<file path="config.mk">
export PLATFORM = sky130hd
export DESIGN_NAME = multicycle_control_unit
export DESIGN_NICKNAME = d
export VERILOG_FILES = /design/src/rtl/cpu_pkg.sv /design/src/rtl/multicycle_control_unit_alu_decoder.sv /design/src/rtl/multicycle_control_unit.sv
export SDC_FILE = /design/constraint.sdc
export NUM_CORES = 1
export LEC_CHECK = 0
export ABC_AREA = 1
export ABC_CLOCK_PERIOD_IN_PS = 2100
export CAP_MARGIN = 20
export CORE_MARGIN = 2
export CORE_UTILIZATION = 35
export CTS_BUF_LIST = sky130_fd_sc_hd__clkbuf_4 sky130_fd_sc_hd__clkbuf_8
export CTS_CLUSTER_SIZE = 28
export DETAILED_ROUTE_END_ITERATION = 10
export GPL_ROUTABILITY_DRIVEN = 0
export PLACE_DENSITY = 0.88
export SYNTH_ARGS = -nofsm -noshare
export SYNTH_HDL_FRONTEND = slang
export SYNTH_SLANG_ARGS = --single-unit
</file>
<file path="constraint.sdc">
create_clock -name clk -period 2.1 [get_ports clk]
set_clock_uncertainty 0.15 [all_clocks]
set_input_delay 0.21 -clock clk [delete_from_list [all_inputs] [get_ports clk]]
set_output_delay 0.21 -clock clk [all_outputs]
set_load 0.1 [all_outputs]
</file>
<file path="src/rtl/cpu_pkg.sv">
// Shared encodings for the RV32I multi-cycle sequencer: opcodes, ALU ops,
// write-back source selects and the sequencer state enum.
package cpu_pkg;

  localparam logic [6:0] OP_R  = 7'b0110011;
  localparam logic [6:0] OP_I  = 7'b0010011;
  localparam logic [6:0] OP_B  = 7'b1100011;
  localparam logic [6:0] OP_LU = 7'b0110111;
  localparam logic [6:0] OP_AU = 7'b0010111;
  localparam logic [6:0] OP_J  = 7'b1101111;
  localparam logic [6:0] OP_JL = 7'b1100111;
  localparam logic [6:0] OP_S  = 7'b0100011;
  localparam logic [6:0] OP_L  = 7'b0000011;

  localparam logic [3:0] ALU_ADD = 4'b0000;
  localparam logic [3:0] ALU_SRA = 4'b1101;

  localparam logic [2:0] RFWD_ALU   = 3'b000;
  localparam logic [2:0] RFWD_LOAD  = 3'b001;
  localparam logic [2:0] RFWD_LUI   = 3'b010;
  localparam logic [2:0] RFWD_AUIPC = 3'b011;
  localparam logic [2:0] RFWD_PC4   = 3'b100;

  typedef enum logic [3:0] {
    FETCH, DECODE, R_EXE, I_EXE, B_EXE, LU_EXE, AU_EXE,
    J_EXE, JL_EXE, S_EXE, S_MEM, L_EXE, L_MEM, L_WB
  } state_t;

  function automatic logic is_legal_opcode(input logic [6:0] op);
    case (op)
      OP_R, OP_I, OP_B, OP_LU, OP_AU, OP_J, OP_JL, OP_S, OP_L: return 1'b1;
      default:                                                return 1'b0;
    endcase
  endfunction

endpackage

</file>
<file path="src/rtl/multicycle_control_unit_alu_decoder.sv">
// Combinational ALU operation decode from {opcode, instr[30], funct3};
// usable unchanged by a single-cycle build.
module alu_decoder
  import cpu_pkg::*;
(
  input  logic [6:0] opcode,
  input  logic       instr30,
  input  logic [2:0] funct3,
  output logic [3:0] aluControl
);

  // NOTE: every always_comb output gets a default first so no path leaves it unassigned (no latch).
  always_comb begin
    aluControl = ALU_ADD;
    case (opcode)
      OP_R, OP_B: aluControl = {instr30, funct3};
      // Immediate ops only honour bit 30 for SRAI; elsewhere it is immediate data.
      OP_I:       aluControl = ({instr30, funct3} == ALU_SRA) ? ALU_SRA : {1'b0, funct3};
      default:    aluControl = ALU_ADD;
    endcase
  end

endmodule

</file>
<file path="src/rtl/multicycle_control_unit.sv">
// Multi-cycle RV32I sequencer: steps each instruction through fetch, decode,
// execute, memory and write-back, and owns all architectural write enables.
module multicycle_control_unit
  import cpu_pkg::*;
(
  input  logic        clk,
  input  logic        reset,
  input  logic [31:0] instrCode,
  input  logic        busReady,
  output logic        pcEn,
  output logic        irWe,
  output logic        regFileWe,
  output logic        aluSrcMuxSel,
  output logic [3:0]  aluControl,
  output logic [2:0]  strb,
  output logic        busWe,
  output logic        busRe,
  output logic [2:0]  RFWDSrcMuxSel,
  output logic        branch,
  output logic        jal,
  output logic        jalr,
  output logic        illegalInstr
);

  state_t     state, state_next;
  logic [6:0] opcode;
  logic [3:0] decAluControl;
  logic       unused_instr_bits;

  assign opcode            = instrCode[6:0];
  assign unused_instr_bits = ^{instrCode[31], instrCode[29:15], instrCode[11:7]};

  alu_decoder u_alu_decoder (
    .opcode    (opcode),
    .instr30   (instrCode[30]),
    .funct3    (instrCode[14:12]),
    .aluControl(decAluControl)
  );

  // NOTE: state registers use non-blocking assignment so every flop samples pre-edge values.
  always_ff @(posedge clk or negedge reset) begin
    if (!reset) state <= FETCH;
    else        state <= state_next;
  end

  always_comb begin
    state_next = state;
    case (state)
      FETCH:  state_next = DECODE;
      DECODE: begin
        case (opcode)
          OP_R:    state_next = R_EXE;
          OP_I:    state_next = I_EXE;
          OP_B:    state_next = B_EXE;
          OP_LU:   state_next = LU_EXE;
          OP_AU:   state_next = AU_EXE;
          OP_J:    state_next = J_EXE;
          OP_JL:   state_next = JL_EXE;
          OP_S:    state_next = S_EXE;
          OP_L:    state_next = L_EXE;
          default: state_next = FETCH;
        endcase
      end
      S_EXE:   state_next = S_MEM;
      S_MEM:   state_next = busReady ? FETCH : S_MEM;
      L_EXE:   state_next = L_MEM;
      L_MEM:   state_next = busReady ? L_WB : L_MEM;
      default: state_next = FETCH;
    endcase
  end

  // Everything is held at zero while reset is low, including the FETCH strobe.
  always_comb begin
    pcEn          = 1'b0;
    irWe          = 1'b0;
    regFileWe     = 1'b0;
    aluSrcMuxSel  = 1'b0;
    aluControl    = ALU_ADD;
    strb          = 3'b000;
    busWe         = 1'b0;
    busRe         = 1'b0;
    RFWDSrcMuxSel = RFWD_ALU;
    branch        = 1'b0;
    jal           = 1'b0;
    jalr          = 1'b0;
    illegalInstr  = 1'b0;
    if (reset) begin
      strb = instrCode[14:12];
      case (state)
        FETCH:  irWe = 1'b1;
        DECODE: begin
          illegalInstr = !is_legal_opcode(opcode);
          pcEn         = !is_legal_opcode(opcode);
        end
        R_EXE: begin
          regFileWe  = 1'b1;
          pcEn       = 1'b1;
          aluControl = decAluControl;
        end
        I_EXE: begin
          regFileWe    = 1'b1;
          pcEn         = 1'b1;
          aluSrcMuxSel = 1'b1;
          aluControl   = decAluControl;
        end
        B_EXE: begin
          branch     = 1'b1;
          pcEn       = 1'b1;
          aluControl = decAluControl;
        end
        LU_EXE: begin
          regFileWe     = 1'b1;
          pcEn          = 1'b1;
          RFWDSrcMuxSel = RFWD_LUI;
        end
        AU_EXE: begin
          regFileWe     = 1'b1;
          pcEn          = 1'b1;
          RFWDSrcMuxSel = RFWD_AUIPC;
        end
        J_EXE, JL_EXE: begin
          jal           = 1'b1;
          jalr          = (state == JL_EXE);
          regFileWe     = 1'b1;
          pcEn          = 1'b1;
          RFWDSrcMuxSel = RFWD_PC4;
        end
        S_EXE: aluSrcMuxSel = 1'b1;
        S_MEM: begin
          aluSrcMuxSel = 1'b1;
          busWe        = 1'b1;
          pcEn         = busReady;
        end
        L_EXE, L_MEM: begin
          aluSrcMuxSel  = 1'b1;
          RFWDSrcMuxSel = RFWD_LOAD;
          busRe         = (state == L_MEM);
        end
        L_WB: begin
          aluSrcMuxSel  = 1'b1;
          RFWDSrcMuxSel = RFWD_LOAD;
          regFileWe     = 1'b1;
          pcEn          = 1'b1;
        end
        default: ;
      endcase
    end
  end

endmodule
</file>
* Word-level counts from Yosys, hierarchy flattened
Cells that the tools add are included.
Operators by class: shift operators 0, magnitude comparators 0, reductions and logical operators 11, multipliers 0, $add $sub $neg 0, muxes and demuxes 34, equality and inequality tests 23, div/mod/pow operators 0, bitwise gates (word level) 0
Operators with widths (number):
- one-hot mux 4 bit (9 select lines) | 1
- equality test 4 bit (second input constant) | 7
- one-hot mux 4 bit (6 select lines) | 1
- two-way mux 1 bit | 23
- equality test 7 x 6 -> 1 bit (second input constant) | 3
- equality test 7 bit (second input constant) | 3
- equality test 4 x 3 -> 1 bit (second input constant) | 4
- two-way mux 4 bit | 4
- equality test 7 x 5 -> 1 bit (second input constant) | 2
- one-hot mux 3 bit (4 select lines) | 1
- OR reduction 9 bit | 1
- equality test 4 x 2 -> 1 bit (second input constant) | 2
- one-hot mux 4 bit (2 select lines) | 1
- OR reduction 8 bit | 1
- equality test 7 x 2 -> 1 bit (second input constant) | 1
- OR reduction 7 bit | 1
- two-way mux 3 bit | 2
- OR reduction 2 bit | 3
- OR reduction 3 bit | 2
- OR reduction 6 bit | 1
- equality test 4 x 1 -> 1 bit (second input constant) | 1
- zero test 4 bit | 1
- one-hot mux 1 bit (3 select lines) | 1
- zero test 1 bit | 1
Storage, ports and cells: bits in latches 0, memories 0, bits in writable memories 0, bits in read-only memories 0, register bits 4

* Longest topological paths before layout
Gate-level depths: netlist (run 1).
depth in word-level cells 8, mapped depth 9

* Cells and area by module
From an unflattened synthesis (run 1), not the netlist that was laid out.
Unflattened totals: cells, all modules 142, area, all modules 728.2 sq um
Modules (own cells, without submodules):
- multicycle_control_unit | area an instance 609.3 sq um, cells each 115, instances 1, seq. area each 100.1 sq um
- alu_decoder | area an instance 118.9 sq um, cells each 27, instances 1, seq. area each 0.0 sq um

* Least setup slack after synthesis (run 1)
Ideal clock, no wire load.
path type flip-flop to output port, start reg state[3], end out aluControl[0], data arrival time 2894 ps, cell stages (with the launch flop) 6, setup slack -1154 ps, path buffers 0, cells stage by stage dfrtp_1 -> nor2_1 -> nand2_1 -> nand2_1 -> inv_2 -> nor3_1
On the way: word-level cells in the longest chain between the ends 4
RTL lines:
- start, declared | RTL line multicycle_control_unit.sv:25 | state_t state, state_next;
- start signal, assigned | RTL line multicycle_control_unit.sv:43 | else state <= state_next;
- equality test 4 x 3 -> 1 bit / equality test 4 x 2 -> 1 bit (equally long branches) | RTL line multicycle_control_unit.sv:89 | case (state)
- OR reduction 3 bit (no line) *
- two-way mux 4 bit * | RTL line multicycle_control_unit.sv:89
- two-way mux 4 bit * | RTL line multicycle_control_unit.sv:87 | if (reset) begin
- end, declared | RTL line multicycle_control_unit.sv:14 | output logic [3:0] aluControl,
Every way passes the cells marked *; elsewhere a longest branch is shown, timed or not.

* Worst setup path after layout (run 1)
start in instrCode[3], end out pcEn
On the way: word-level cells in the longest chain between the ends 8
RTL lines:
- start, declared | RTL line multicycle_control_unit.sv:8 | input logic [31:0] instrCode,
- equality test 7 x 2 -> 1 bit, or another cell as far along | RTL line cpu_pkg.sv:30 | case (op)
- OR reduction 9 bit * | RTL line cpu_pkg.sv:30
- two-way mux 1 bit * | RTL line cpu_pkg.sv:30
- two-way mux 1 bit * | RTL line multicycle_control_unit.sv:89
- two-way mux 1 bit * | RTL line multicycle_control_unit.sv:87
- zero test 1 bit * | RTL line multicycle_control_unit.sv:93 | pcEn = !is_legal_opcode(opcode);
- one-hot mux 1 bit (3 select lines) * | RTL line multicycle_control_unit.sv:89
- two-way mux 1 bit * | RTL line multicycle_control_unit.sv:87
- end, declared | RTL line multicycle_control_unit.sv:10 | output logic pcEn,
Every way passes the cells marked *; elsewhere a longest branch is shown, timed or not. The select of a mux whose other input is x is not followed.

==> summary.md, run 1 <==
| Metric | Value |
|---|---|
| Outcome | `finished clean` |
| Die Y-Extent | `46.8 um` |
| Synthesized area | `641 um^2` |
| CTS sink cnt | `4` |
| Compound-Gate Fraction of Synth Area | `11.9%` |
| Pwr Density | `529 mW/mm^2` |
| Routed WL per cell | `11.2 um` |
| Syn Nets | `166` |
| Post-route ant nets | `0` |
| Core area | `0.00173 mm^2` |
| Synth Area in XOR/XNOR | `0%` |
| RR Startpoint | `state[1]` |
| Final HPWL DP | `1840 um` |
| Reg clk slew, reported paths | `0.04 ns` |
| CP endpoint kind | `output pin` |
| Ratio of cells with drive above 1 in the final layout | `31.8%` |
| Final hold viol count | `0` |
| CTS max path bufs | `2` |
| Vias per cell | `4.88` |
| Post-Synth Simple-Gate Area | `56.1%` |
| Grt ovf | `0` |
| Via count | `952` |
| Fmax achieved | `493 MHz` |
| Critical path arrival | `1.67 ns` |
| First-pass iteration count of the detailed router | `4` |
| H-tree Lvls | `1` |
| Finished Cell Area | `0.00136 mm^2` |
| Syn. warnings | `0` |
| Sequential area share after synthesis | `15.6%` |
| Most flops, register | `state` |
| Crit path launch type | `input pin` |
| Crit share post-route | `96.6%` |
| Area Growth Syn to Fin | `113%` |
| Nets | `207` |
| Largest registers | `state (4)` |
| Worst Reg-to-Reg Cells | `5` |
| Final wirelength | `2190 um` |
| Die area | `0.00219 mm^2` |
| Vias in the first global route | `920` |
| Fin Setup TNS | `0 ns` |
| Initial antenna violation count | `0` |
| Mux cell area share after synthesis | `0%` |
| Syn Inst Count | `131` |
| Worst R2R Setup Slack | `0.76 ns` |
| Pleak | `0.715 nW` |
| First-pass GRT wire length | `3450 um` |
| Setup CP Type | `input pin to output pin` |
| CTS tree | `done` |
| Total GRT Usage | `21.7%` |
| Maxcap violations | `0` |
| Largest net degree at the start of global routing | `11` |
| WP data required | `1.74 ns` |
| Antenna cells | `0` |
| Port Buffers | `33` |
| Hold Crit Class | `input pin to asynchronous set/reset pin` |
| Worst slew margin | `82.4%` |
| Std cell rows | `15` |
| Largest family of logic cells by synthesized area | `simple AND/OR/NAND/NOR gates` |
| Starting DRT DRC Count | `29` |
| Die Width | `46.8 um` |
| I/O pin count | `55` |
| Post-synthesis area per instance | `4.89 um^2` |
| CTS root buffer | `clkbuf_4` |
| DRC Markers | `0` |
| Final setup vio count | `0` |
| Slew Limit Fails | `0` |
| Num CTS Buffers | `3` |
| Max reg flops | `4` |
| Max VDD drop | `0.000333 V` |
| Skew-Pair Late Insertion Delay | `0.24 ns` |
| Most frequent cells in the layout | `nand2_1, inv_1, buf_12, nor2_1, clkdlybuf4s50_1` |
| Worst-path maximum fanout | `3` |
| Unique masters post-synth | `16` |
| Final worst path period need | `2.03 ns` |
| Initial Util | `37.1%` |
| Most common cell after layout, fill and taps aside | `nand2_1` |
| Worst-Margin Slew | `0.262 ns` |
| Synth Register Bits | `4` |
| Placed inst area | `0.00130 mm^2` |
| Fill cell count | `126` |
| Reg-to-reg critical path endpoint | `state[0]` |
| Total power | `0.000721 W` |
| Adder and majority gate portion of the synthesized area | `0%` |
[worst max path at each step]
stage	cells past startpoint	to	startpoint
floorplan	3	RFWDSrcMuxSel[2]	state[1]
global placement	9	pcEn	instrCode[1]
detailed placement	9	pcEn	instrCode[1]
CTS	7	aluControl[3]	instrCode[2]
global route	11	pcEn	instrCode[3]
finish	11	pcEn	instrCode[3]
[where the power goes]
part / total, W / switching [W] / internal, W / leakage [nW]
clock network: 0.0000972 / 0.0000332 / 0.0000640 / 0.0138
logic: 0.000518 / 0.000351 / 0.000167 / 0.650
registers: 0.000106 / 0.0000150 / 0.0000911 / 0.0517
[metrics by stage]
stage | utilization (%) | setup slack [ns] | hold WS (ns) | cells
after global placement | 75.3 | 0.0355 | 0.383 | 192
after global routing | 79.0 | -0.0153 | 0.153 | 195
after floorplan | - | -0.473 | -0.236 | 131
final | 79.0 | 0.0722 | 0.126 | 195
after detailed placement | 75.3 | -0.00849 | 0.379 | 192
after CTS | 76.9 | 0.00612 | 0.131 | 195
[final cells by class]
type	instances	area, um^2	share of cell area, %
Inverter	27	101	7.43
Clock buffer	3	22.5	1.65
Timing Repair Buffer	37	563	41.3
Multi-Input combinational cell	99	544	39.9
Sequential cell	4	101	7.43
Tap cell	25	31.3	2.29
[synth_stat cells]
| cell type | count | area, um^2 |
|---|---|---|
| and3b_1 | 1 | 8.76 |
| nand3_1 | 6 | 30.0 |
| nor2_1 | 21 | 78.8 |
| o21ai_0 | 5 | 25.0 |
| clkbuf_1 | 1 | 3.75 |
| nand2_4 | 1 | 11.3 |
| inv_1 | 25 | 93.8 |
| nand4_1 | 1 | 6.26 |
| a21oi_1 | 7 | 35.0 |
| inv_2 | 2 | 7.51 |
| a22oi_1 | 1 | 7.51 |
| nand2_1 | 45 | 169 |
| dfrtp_1 | 4 | 100 |
| nor3_1 | 6 | 30.0 |
| o21ai_2 | 1 | 8.76 |
| nor2_2 | 4 | 25.0 |
[kinds of logic after synthesis]
group / Yosys count
simple gates: 85
buf+inv: 28
compound gates: 14
flops: 4
[timing repair]
action | in CTS | in global routing
gates resized for setup | 1 | 12
pin swaps | 0 | 1
setup buffers | 0 | 0
hold buffers | 0 | 0
endpoints found under the setup margin | 1 | 10
[worst max-delay path, cell delays in order]
cell             delay (ns)
clkdlybuf4s50_1        0.44
buf_4                  0.16
inv_1                  0.05
nand2_1                0.05
nor2_1                 0.18
nand2_1                0.09
nand2_1                0.10
nor2_1                 0.05
nand3_1                0.08
nand2_1                0.09
buf_12                 0.17
[routing by layer]
| layer | vias to the layer above | global-route usage, % | share of wire (%) |
|---|---|---|---|
| met1 | 419 | 23.8 | 35 |
| li1 | 479 | - | - |
| met5 | - | 0 | 0 |
| met4 | 0 | 10.0 | 2.2 |
| met2 | 48 | 41.4 | 58 |
| met3 | 6 | 2.31 | 4.2 |
No activity file was read; power rests on OpenSTA's default activity.
==> run 2, diff against run 1 <==
--- a/config.mk
+++ b/config.mk
@@ -14,6 +14,7 @@
 export CTS_CLUSTER_SIZE = 28
 export DETAILED_ROUTE_END_ITERATION = 10
 export GPL_ROUTABILITY_DRIVEN = 0
+export HOLD_SLACK_MARGIN = 0.05
 export PLACE_DENSITY = 0.88
 export SYNTH_ARGS = -nofsm -noshare
 export SYNTH_HDL_FRONTEND = slang
==> results of run 2 <==
Final layout, timing and power as in run 1 (identical DEF).
==> run 3, diff against run 2 <==
--- a/config.mk
+++ b/config.mk
@@ -7,8 +7,8 @@
 export LEC_CHECK = 0
 export ABC_AREA = 1
 export ABC_CLOCK_PERIOD_IN_PS = 2100
-export CAP_MARGIN = 20
-export CORE_MARGIN = 2
+export CAP_MARGIN = 30
+export CORE_MARGIN = 4
 export CORE_UTILIZATION = 35
 export CTS_BUF_LIST = sky130_fd_sc_hd__clkbuf_4 sky130_fd_sc_hd__clkbuf_8
 export CTS_CLUSTER_SIZE = 28
==> summary.md, run 3 (synthesized netlist as in run 1, its figures left out) <==
| Metric | Value |
|---|---|
| Outcome | `finished clean` |
| Final HPWL DP | `2090 um` |
| CTS sink cnt | `4` |
| Final core utilization | `78.7%` |
| Starting DRT DRC Count | `43` |
| Maxcap violations | `0` |
| Fin Setup TNS | `0 ns` |
| Final setup vio count | `0` |
| Hold Crit Class | `input pin to asynchronous set/reset pin` |
| Core area | `0.00173 mm^2` |
| Via count | `986` |
| Worst-path maximum fanout | `5` |
| Max VDD drop | `0.000414 V` |
| Max incr delay on CP | `0.42 ns` |
| Critical path arrival | `1.67 ns` |
| Final worst path period need | `2.03 ns` |
| Final hold viol count | `0` |
| Crit-path cells | `nor2_2 > nand2_1 > nand2_1 > inv_2 > nor3_2 > buf_12` |
| Vias in the first global route | `974` |
| Port Buffers | `33` |
| Non-Filler Instances | `194` |
| Largest registers | `state (4)` |
| WP data required | `1.74 ns` |
| Fill cell count | `125` |
| Antenna cells | `0` |
| First-pass GRT wire length | `4080 um` |
| Most frequent cells in the layout | `nand2_1, inv_1, buf_12, nor2_1, clkdlybuf4s50_1` |
| CP max stage cell | `dfrtp_1` |
| Skew-Pair Late Insertion Delay | `0.24 ns` |
| Post-route ant nets | `0` |
| CTS root buffer | `clkbuf_4` |
| Worst slew margin | `79.0%` |
| Die Width | `50.8 um` |
| Grt ovf | `0` |
| Num CTS Buffers | `3` |
| Crit-path leading delay family | `simple AND/OR/NAND/NOR gates` |
| I/O pin count | `55` |
| Switching share of power | `55.9%` |
| Pwr Density | `536 mW/mm^2` |
| Nets | `206` |
| H-tree Lvls | `1` |
| Pleak | `0.703 nW` |
| Pint | `0.000321 W` |
| Fmax achieved | `493 MHz` |
| Largest net degree at the start of global routing | `10` |
| Ratio of cells with drive above 1 in the final layout | `33.7%` |
| Area Growth Syn to Fin | `112%` |
| Placed Cells incl. Taps | `191` |
| Post-CTS setup buffer count | `0` |
| Die area | `0.00258 mm^2` |
| Most common cell after layout, fill and taps aside | `nand2_1` |
| CP endpoint kind | `output pin` |
| Initial Util | `37.1%` |
| Total GRT Usage | `20.6%` |
| Seq pwr share | `14.9%` |
| CTS tree | `done` |
| Vias per cell | `5.08` |
| Slew Limit Fails | `0` |
| Crit share post-route | `96.6%` |
| RSZ-0062 raised after global routing | `true` |
| Routed WL per cell | `13.1 um` |
| Initial antenna violation count | `0` |
| Std cell rows | `15` |
| Die Y-Extent | `50.8 um` |
| Clk network pwr share | `13.3%` |
| Worst-Margin Slew | `0.316 ns` |
| Final wirelength | `2540 um` |
| Most flops, register | `state` |
| Setup CP Type | `register to output pin` |
| CTS max path bufs | `2` |
| Most frequent CP cell | `nand2_1` |
| Reg clk slew, reported paths | `0.04 ns` |
| Net Switching | `0.000407 W` |
| Logic gate share of total power | `71.8%` |
| First-pass iteration count of the detailed router | `4` |
| Max reg flops | `4` |
| Crit path launch type | `register` |
| DRC Markers | `0` |
| Buf+Inv Stages, Crit Path | `2` |
run 3: changes by cell type in the layout (fill, tap and decap cells not counted), sizes merged:
cell / change
buf: -1
run 3: path summary, 6_finish.rpt:
check	start	to	slack [ns]	cells past startpoint
max reg2reg	state[1]	state[0]	0.71	5
max	state[1]	aluControl[0]	0.07	6
min	reset	state[1]	0.14	2
min in group clk	instrCode[6]	state[0]	0.38	6
max in group asynchronous	reset	state[3]	1.52	2
min reg2reg	state[2]	state[0]	0.62	5
run 3: layout make-up:
cell class	count	area, um^2	area share, %
Clock buffer	3	22.5	1.66
Inverter	27	101	7.46
Sequential cell	4	101	7.46
Multi-Input combinational cell	99	547	40.2
Timing Repair Buffer	36	556	40.9
Tap cell	25	31.3	2.30
run 3: layer usage:
layer,GRT usage (%),vias to the layer above,share of wire (%)
li1,-,478,-
met2,42.6,51,57
met4,10.3,0,4.7
met1,19.2,441,33
met5,0,-,0
met3,2.08,16,4.7
run 3: power by group through the flow:
stage / combinational [W] / clock, W / sequential [W]
2_1_floorplan: 0.000322 / 0 / 0.000101
3_3_place_gp: 0.000496 / 0 / 0.000102
3_5_place_dp: 0.000510 / 0 / 0.000104
4_1_cts: 0.000513 / 0.0000967 / 0.000103
5_1_grt: 0.000551 / 0.000103 / 0.000111
6_report: 0.000523 / 0.0000967 / 0.000108
run 3: stage by stage:
step                      worst slack, ns  power (W)  cell area (um^2)  hold slack, ns
after global placement          -0.000118   0.000598              1290           0.382
after detailed placement          -0.0436   0.000614              1290           0.382
after global routing              -0.0245   0.000765              1360           0.152
after CTS                          0.0149   0.000713              1330           0.140
after floorplan                    -0.473   0.000424               712          -0.236
final                              0.0720   0.000728              1360           0.141
run 3: timing repair:
action | CTS | global route
hold buffers | 0 | 0
resized for setup | 3 | 12
endpoints found under the setup margin | 2 | 9
cloned | 0 | 0
hold endpoints to repair | 0 | 0
